<file path="config.mk">
export PLATFORM = sky130hd
export DESIGN_NAME = bus_ctrl_flat
export DESIGN_NICKNAME = d
export VERILOG_FILES = /design/src/rtl/bus_ctrl_if.sv /design/src/rtl/bus_ctrl.sv /design/src/flat_wrapper.sv
export SDC_FILE = /design/constraint.sdc
export NUM_CORES = 1
export LEC_CHECK = 0
export CAP_MARGIN = 20
export CORE_UTILIZATION = 45
export DETAILED_ROUTE_END_ITERATION = 16
export PLACE_DENSITY_LB_ADDON = 0.12
export SLEW_MARGIN = 10
export SYNTH_ARGS = -nofsm -noshare
export SYNTH_HDL_FRONTEND = slang
export SYNTH_SLANG_ARGS = --single-unit
</file>
<file path="constraint.sdc">
create_clock -name clk -period 4.6 [get_ports clk]
set_clock_uncertainty 0.1 [all_clocks]
set_input_delay 0.92 -clock clk [delete_from_list [all_inputs] [get_ports clk]]
set_output_delay 0.92 -clock clk [all_outputs]
set_load 0.1 [all_outputs]
</file>
<file path="src/rtl/bus_ctrl_if.sv">
// Request/response bundle between the control unit and the bus transfer sequencer.
interface bus_ctrl_if;
  logic        req_valid;
  logic        req_ready;
  logic [4:0]  req_src;
  logic [4:0]  req_dst;
  logic [4:0]  read_en;
  logic [15:0] wr_en;
  logic        done;
  logic        err;
  logic        busy;

  // Control unit side: issues transfer requests, observes bus strobes.
  modport master (
    output req_valid, req_src, req_dst,
    input  req_ready, read_en, wr_en, done, err, busy
  );

  // Sequencer side.
  modport slave (
    input  req_valid, req_src, req_dst,
    output req_ready, read_en, wr_en, done, err, busy
  );
endinterface

</file>
<file path="src/rtl/bus_ctrl.sv">
// Transfer sequencer for the shared 24-bit datapath bus. Queues (src,dst)
// pairs, drives the bus source select, inserts settle cycles for memory
// sources and pulses a one-hot destination write strobe, one transfer at a time.
module bus_ctrl #(
  parameter int QDEPTH   = 4,
  parameter int MEM_WAIT = 1
) (
  input  logic       clk,
  input  logic       rst_n,
  bus_ctrl_if.slave  bus
);

  localparam int PW = (QDEPTH > 1) ? $clog2(QDEPTH) : 1;
  localparam int CW = $clog2(QDEPTH + 1);

  typedef enum logic [1:0] {IDLE, DRIVE, WRITE} state_t;

  logic [9:0]    fifo_mem [QDEPTH];
  logic [PW-1:0] wr_ptr;
  logic [PW-1:0] rd_ptr;
  logic [CW-1:0] count;
  logic          full;
  logic          empty;
  logic          push;
  logic          pop;

  logic [4:0]    head_src;
  logic [4:0]    head_dst;
  logic          head_legal;

  state_t        state;
  logic [2:0]    wait_cnt;
  logic [4:0]    dst_q;
  logic [4:0]    read_en_q;
  logic [15:0]   wr_en_q;
  logic          done_q;
  logic          err_q;

  // im (15) may be read but never written; 0 and 17..31 are not registers.
  function automatic logic is_legal(input logic [4:0] src, input logic [4:0] dst);
    logic src_ok;
    logic dst_ok;
    src_ok = (src >= 5'd1) && (src <= 5'd16);
    dst_ok = (dst >= 5'd1) && (dst <= 5'd16) && (dst != 5'd15);
    return src_ok && dst_ok;
  endfunction

  function automatic logic [15:0] dst_onehot(input logic [4:0] dst);
    logic [3:0] idx;
    idx = 4'(dst - 5'd1);
    return 16'd1 << idx;
  endfunction

  // Memory sources need extra cycles for the bus to settle.
  function automatic logic [2:0] settle_cycles(input logic [4:0] src);
    return (src >= 5'd15) ? 3'(MEM_WAIT) : 3'd0;
  endfunction

  assign full       = (count == CW'(QDEPTH));
  assign empty      = (count == '0);
  assign push       = bus.req_valid && !full;
  assign head_src   = fifo_mem[rd_ptr][9:5];
  assign head_dst   = fifo_mem[rd_ptr][4:0];
  assign head_legal = is_legal(head_src, head_dst);

  // The head is consumed only where the FSM can start (or reject) a transfer.
  assign pop = !empty && ((state == IDLE) || (state == WRITE));

  // FIFO payload storage; contents are meaningless while count says empty.
  always_ff @(posedge clk) begin
    if (push) fifo_mem[wr_ptr] <= {bus.req_src, bus.req_dst};
  end

  // FIFO pointers and occupancy; pointers wrap naturally at QDEPTH.
  always_ff @(posedge clk or negedge rst_n) begin
    if (!rst_n) begin
      wr_ptr <= '0;
      rd_ptr <= '0;
      count  <= '0;
    end else begin
      if (push) wr_ptr <= wr_ptr + PW'(1);
      if (pop)  rd_ptr <= rd_ptr + PW'(1);
      case ({push, pop})
        2'b10:   count <= count + CW'(1);
        2'b01:   count <= count - CW'(1);
        default: count <= count;
      endcase
    end
  end

  // Destination of the transfer currently owning the bus.
  always_ff @(posedge clk) begin
    if (pop && head_legal) dst_q <= head_dst;
  end

  // Transfer sequencer: IDLE -> DRIVE (settle) -> WRITE, chaining directly
  // from WRITE into the next DRIVE so the bus never idles between transfers.
  always_ff @(posedge clk or negedge rst_n) begin
    if (!rst_n) begin
      state     <= IDLE;
      wait_cnt  <= 3'd0;
      read_en_q <= 5'd0;
      wr_en_q   <= 16'd0;
      done_q    <= 1'b0;
      err_q     <= 1'b0;
    end else begin
      err_q <= 1'b0;
      case (state)
        IDLE: begin
          if (pop) begin
            if (head_legal) begin
              read_en_q <= head_src;
              wait_cnt  <= settle_cycles(head_src);
              state     <= DRIVE;
            end else begin
              err_q <= 1'b1;
            end
          end
        end
        DRIVE: begin
          if (wait_cnt != 3'd0) begin
            wait_cnt <= wait_cnt - 3'd1;
          end else begin
            wr_en_q <= dst_onehot(dst_q);
            done_q  <= 1'b1;
            state   <= WRITE;
          end
        end
        WRITE: begin
          wr_en_q <= 16'd0;
          done_q  <= 1'b0;
          if (pop && head_legal) begin
            read_en_q <= head_src;
            wait_cnt  <= settle_cycles(head_src);
            state     <= DRIVE;
          end else begin
            err_q     <= pop;
            read_en_q <= 5'd0;
            state     <= IDLE;
          end
        end
        default: begin
          read_en_q <= 5'd0;
          wr_en_q   <= 16'd0;
          done_q    <= 1'b0;
          state     <= IDLE;
        end
      endcase
    end
  end

  assign bus.req_ready = !full;
  assign bus.read_en   = read_en_q;
  assign bus.wr_en     = wr_en_q;
  assign bus.done      = done_q;
  assign bus.err       = err_q;
  assign bus.busy      = !empty || (state != IDLE);

endmodule

</file>
<file path="src/flat_wrapper.sv">
// flat-port wrapper written by rule: the top's interface ports become plain ports
module bus_ctrl_flat 
#(
  parameter int QDEPTH   = 4,
  parameter int MEM_WAIT = 1
)
  (clk, rst_n, bus_req_valid, bus_req_src, bus_req_dst, bus_req_ready, bus_read_en, bus_wr_en, bus_done, bus_err, bus_busy);
  bus_ctrl_if bus_i ();
  input  logic clk;
  input  logic rst_n;
  input wire logic [$bits(bus_i.req_valid)-1:0] bus_req_valid;
  input wire logic [$bits(bus_i.req_src)-1:0] bus_req_src;
  input wire logic [$bits(bus_i.req_dst)-1:0] bus_req_dst;
  output wire logic [$bits(bus_i.req_ready)-1:0] bus_req_ready;
  output wire logic [$bits(bus_i.read_en)-1:0] bus_read_en;
  output wire logic [$bits(bus_i.wr_en)-1:0] bus_wr_en;
  output wire logic [$bits(bus_i.done)-1:0] bus_done;
  output wire logic [$bits(bus_i.err)-1:0] bus_err;
  output wire logic [$bits(bus_i.busy)-1:0] bus_busy;
  assign bus_i.req_valid = bus_req_valid;
  assign bus_i.req_src = bus_req_src;
  assign bus_i.req_dst = bus_req_dst;
  assign bus_req_ready = bus_i.req_ready;
  assign bus_read_en = bus_i.read_en;
  assign bus_wr_en = bus_i.wr_en;
  assign bus_done = bus_i.done;
  assign bus_err = bus_i.err;
  assign bus_busy = bus_i.busy;
  bus_ctrl #(.QDEPTH(QDEPTH), .MEM_WAIT(MEM_WAIT)) u_core (.clk(clk), .rst_n(rst_n), .bus(bus_i));
endmodule
</file>
==> flow_summary.rst <==
.. list-table::
   :header-rows: 1

   * - Metric
     - Value
   * - Run status
     - finished clean
   * - Critical Path RT
     - 3.58 ns
   * - Clk Latency, worst-skew pair
     - 0.34 ns
   * - First-pass GRT wire length
     - 9156 µm
   * - Number of warnings reported in the yosys synthesis log
     - 0
   * - Max capacitance violation total
     - 0
   * - Std-Cell Core Area
     - 6944 µm²
   * - Post-CTS Hold Fix Bufs
     - 0
   * - Number of inserted filler cells in the final layout
     - 579
   * - Initial antenna violation count
     - 0
   * - Post-Place Cell Area
     - 3775 µm²
   * - Number of cells on the worst reg-to-reg path
     - 5
   * - Routed len/inst
     - 14.90 µm
   * - Area growth from synthesis to layout
     - 19.99%
   * - Headroom to the max-slew limit
     - 0.3521
   * - Number of failing hold endpoints at the final stage
     - 0
   * - Number of instances in the synthesized netlist
     - 224
   * - Start of the worst register-to-register path
     - u_core.rd_ptr[0]
   * - Final Instance Area
     - 3988 µm²
   * - Final critical-path required period
     - 3.257 ns
   * - Crit. End Element
     - primary output
   * - Worst reg2reg endpoint
     - u_core.bus.read_en[1]
   * - Clk slew on worst S/H paths
     - 0.08 ns
   * - Total number of vias
     - 1898
   * - PostCTS Resize Cnt
     - 0
   * - Sequential fraction of the synthesis area
     - 0.6611
   * - Largest net degree at the start of global routing
     - 36
   * - Site Rows
     - 30
   * - CP Max Fanout
     - 3
   * - DRC Markers
     - 0
   * - Synthesis-stage register bit count
     - 79
   * - Final ANT Viol Nets
     - 0
   * - Overall routing resource usage
     - 0.1613
   * - Remaining global-route overflow
     - 0
   * - Combined area of the multi-input logic cells
     - 1008 µm²
   * - Clk buf depth
     - 2
   * - Endpoint, Worst Hold
     - u_core.bus.wr_en[8]
   * - Final critical-path share of the clock period
     - 0.7081
   * - DRC marker count from the first detailed-route iteration
     - 110
   * - Launch instance of the worst min-delay path
     - u_core.bus.wr_en[8]
   * - Synth Flop Type
     - sky130_fd_sc_hd__edfxtp_1
   * - Number of placed I/O pins
     - 38
   * - Vias per cell
     - 5.158
   * - Clock buffers created by TritonCTS
     - 9
   * - Number of nets in the finished design
     - 288
   * - Number of unique standard cell types used by synthesis
     - 41
   * - Clock tree from TritonCTS
     - yes
   * - Post-CTS setup buffer count
     - 0
   * - Number of port buffers
     - 37
   * - Setup Viol. Count Final
     - 0
   * - RSZ-0062 raised after global routing
     - no
   * - Initial Utilization
     - 0.4786
   * - Weighted congestion reported at the end of routability-driven placement
     - 0.7203
   * - Clock Sinks
     - 79
   * - Area enclosed by the die boundary
     - 7733 µm²
   * - Synthesized area per cell
     - 14.84 µm²
   * - Mapped cell area
     - 3323 µm²
   * - Total count of max-transition violations in the final report
     - 0
   * - Worst path arrival time
     - 2.24 ns
   * - Number of flops mapped to enable cells by yosys
     - 44
   * - Critical path class
     - reg -> out
   * - Post-Syn Nets
     - 245
   * - Antenna cell count
     - 0
   * - Worst Max-Slew Pin Slew
     - 0.9688 ns
   * - R2r setup slk
     - 1.79 ns
   * - Root buffer cell
     - sky130_fd_sc_hd__clkbuf_8
   * - Share of flip-flops with an asynchronous set or reset
     - 0.4430
   * - First-pass detailed-route iteration total
     - 4
   * - Sequential cell area in the final layout
     - 2197 µm²
   * - Aggregate negative setup slack
     - 0 ns
   * - H-tree depth
     - 3
   * - Via count of the first global-routing pass
     - 1907
   * - Hold Path Stages
     - 2
   * - Kind of path behind the tightest hold check
     - reg -> reg
   * - Hold slack final
     - 0.3801 ns
   * - Startpoint class of the critical path
     - register
   * - Maximum clock rate
     - 307.0 MHz
   * - Vertical die dimension
     - 87.94 µm
   * - Horiz. Die Dim
     - 87.94 µm
   * - Detailed placement HPWL
     - 3864 µm
   * - Total wirelength of the detailed-routed design
     - 5485 µm
   * - Ratio of cells with drive above 1 in the final layout
     - 0.1103
==> cell type report <==
class	count	area share
Inverter	17	0.01600
Clock inverter	4	0.008786
Tap cell	96	0.03012
Multi-Input combinational cell	121	0.2529
Timing Repair Buffer	39	0.09664
Clock buffer	12	0.04456
Sequential cell	79	0.5510
==> synth_stat cells (all sizes together), types with 2 or more instances <==
cell type / instances / share of area
dfrtp: 35 / 0.26
xnor2: 4 / 0.011
a32o: 4 / 0.012
nand2: 23 / 0.026
ha: 7 / 0.026
clkbuf: 6 / 0.013
o31ai: 5 / 0.011
nor3: 3 / 0.0045
nor2: 11 / 0.012
and3: 4 / 0.0075
nor2b: 6 / 0.011
o21ai: 11 / 0.017
mux2: 4 / 0.014
xor2: 4 / 0.011
edfxtp: 44 / 0.40
a31oi: 2 / 0.0038
a21oi: 2 / 0.0030
mux4: 10 / 0.076
inv: 17 / 0.019
nand3: 5 / 0.0090
==> through the flow <==
stage	std cells	setup slack, ns	util
6_report	368	1.343	0.5742
5_1_grt	368	1.131	0.5742
4_1_cts	368	1.287	0.5742
3_5_place_dp	352	1.680	0.5436
3_3_place_gp	351	1.722	0.5425
2_1_floorplan	224	1.526	-
==> placed cells by master (no fill, tap or decap), types with 2 or more instances in the layout <==
master | netlist | layout
sky130_fd_sc_hd__clkbuf_16 | 0 | 2
sky130_fd_sc_hd__mux4_2 | 3 | 3
sky130_fd_sc_hd__buf_4 | 0 | 2
sky130_fd_sc_hd__a31oi_1 | 2 | 2
sky130_fd_sc_hd__dfrtp_1 | 35 | 35
sky130_fd_sc_hd__a21oi_1 | 2 | 2
sky130_fd_sc_hd__o21ai_0 | 11 | 11
sky130_fd_sc_hd__xnor2_1 | 4 | 4
sky130_fd_sc_hd__clkinv_4 | 0 | 3
sky130_fd_sc_hd__nor3_1 | 3 | 3
sky130_fd_sc_hd__inv_1 | 16 | 16
sky130_fd_sc_hd__mux4_1 | 7 | 7
sky130_fd_sc_hd__edfxtp_1 | 44 | 44
sky130_fd_sc_hd__nor2b_1 | 6 | 6
sky130_fd_sc_hd__a32o_1 | 4 | 4
sky130_fd_sc_hd__ha_1 | 7 | 7
sky130_fd_sc_hd__o31ai_1 | 5 | 5
sky130_fd_sc_hd__nand3_1 | 4 | 4
sky130_fd_sc_hd__nor2_1 | 11 | 11
sky130_fd_sc_hd__and3_1 | 4 | 4
sky130_fd_sc_hd__clkdlybuf4s50_1 | 0 | 37
sky130_fd_sc_hd__xor2_1 | 4 | 4
sky130_fd_sc_hd__nand2_1 | 23 | 23
sky130_fd_sc_hd__mux2_2 | 4 | 4
sky130_fd_sc_hd__clkbuf_8 | 2 | 9
==> cell families after synthesis <==
group | after synthesis | share of synthesized area
compound gates | 32 | 0.07079
xor+xnor | 8 | 0.02108
fa+ha+maj | 8 | 0.03238
buf+inv | 24 | 0.03539
flops | 79 | 0.6611
mux | 15 | 0.09224
simple gates | 58 | 0.08698
==> state kept, by name, summed over array words and instances (netlist names) <==
name	cells
u_core.wait_cnt	3
u_core.bus.err	1
u_core.count	3
u_core.state	2
u_core.bus.wr_en	16
u_core.rd_ptr	2
u_core.fifo_mem	40
u_core.bus.read_en	5
u_core.dst_q	4
u_core.wr_ptr	2
u_core.bus.done	1
==> per-layer routing <==
| layer | GRT usage | part of all wire | up-vias |
|---|---|---|---|
| met5 | 0 | 0 | - |
| met4 | 0.08048 | 0.0084 | 0 |
| met3 | 0.03110 | 0.029 | 4 |
| met2 | 0.2593 | 0.49 | 35 |
| met1 | 0.2106 | 0.47 | 944 |
| li1 | - | - | 915 |
==> worst max-delay path, cell delays in order, from the launching register on <==
cell	delay (ns)
sky130_fd_sc_hd__dfrtp_1	0.42
sky130_fd_sc_hd__nor3_1	0.40
sky130_fd_sc_hd__nand2_1	0.10
sky130_fd_sc_hd__clkdlybuf4s50_1	0.98
==> worst max-delay path by stage <==
stage,cells after the start,slack (ns),to,start
finish,3,1.34,bus_busy,u_core.count[0]
global route,3,1.13,bus_busy,u_core.count[0]
CTS,3,1.29,bus_busy,u_core.count[0]
detailed placement,3,1.68,bus_busy,u_core.count[0]
global placement,3,1.72,bus_busy,u_core.count[0]
floorplan,10,1.53,u_core.count[2],u_core.count[0]
Power is left out: the tool's default activity adds up to more than one toggle a clock period on the data nets, which glitch-free logic cannot reach.
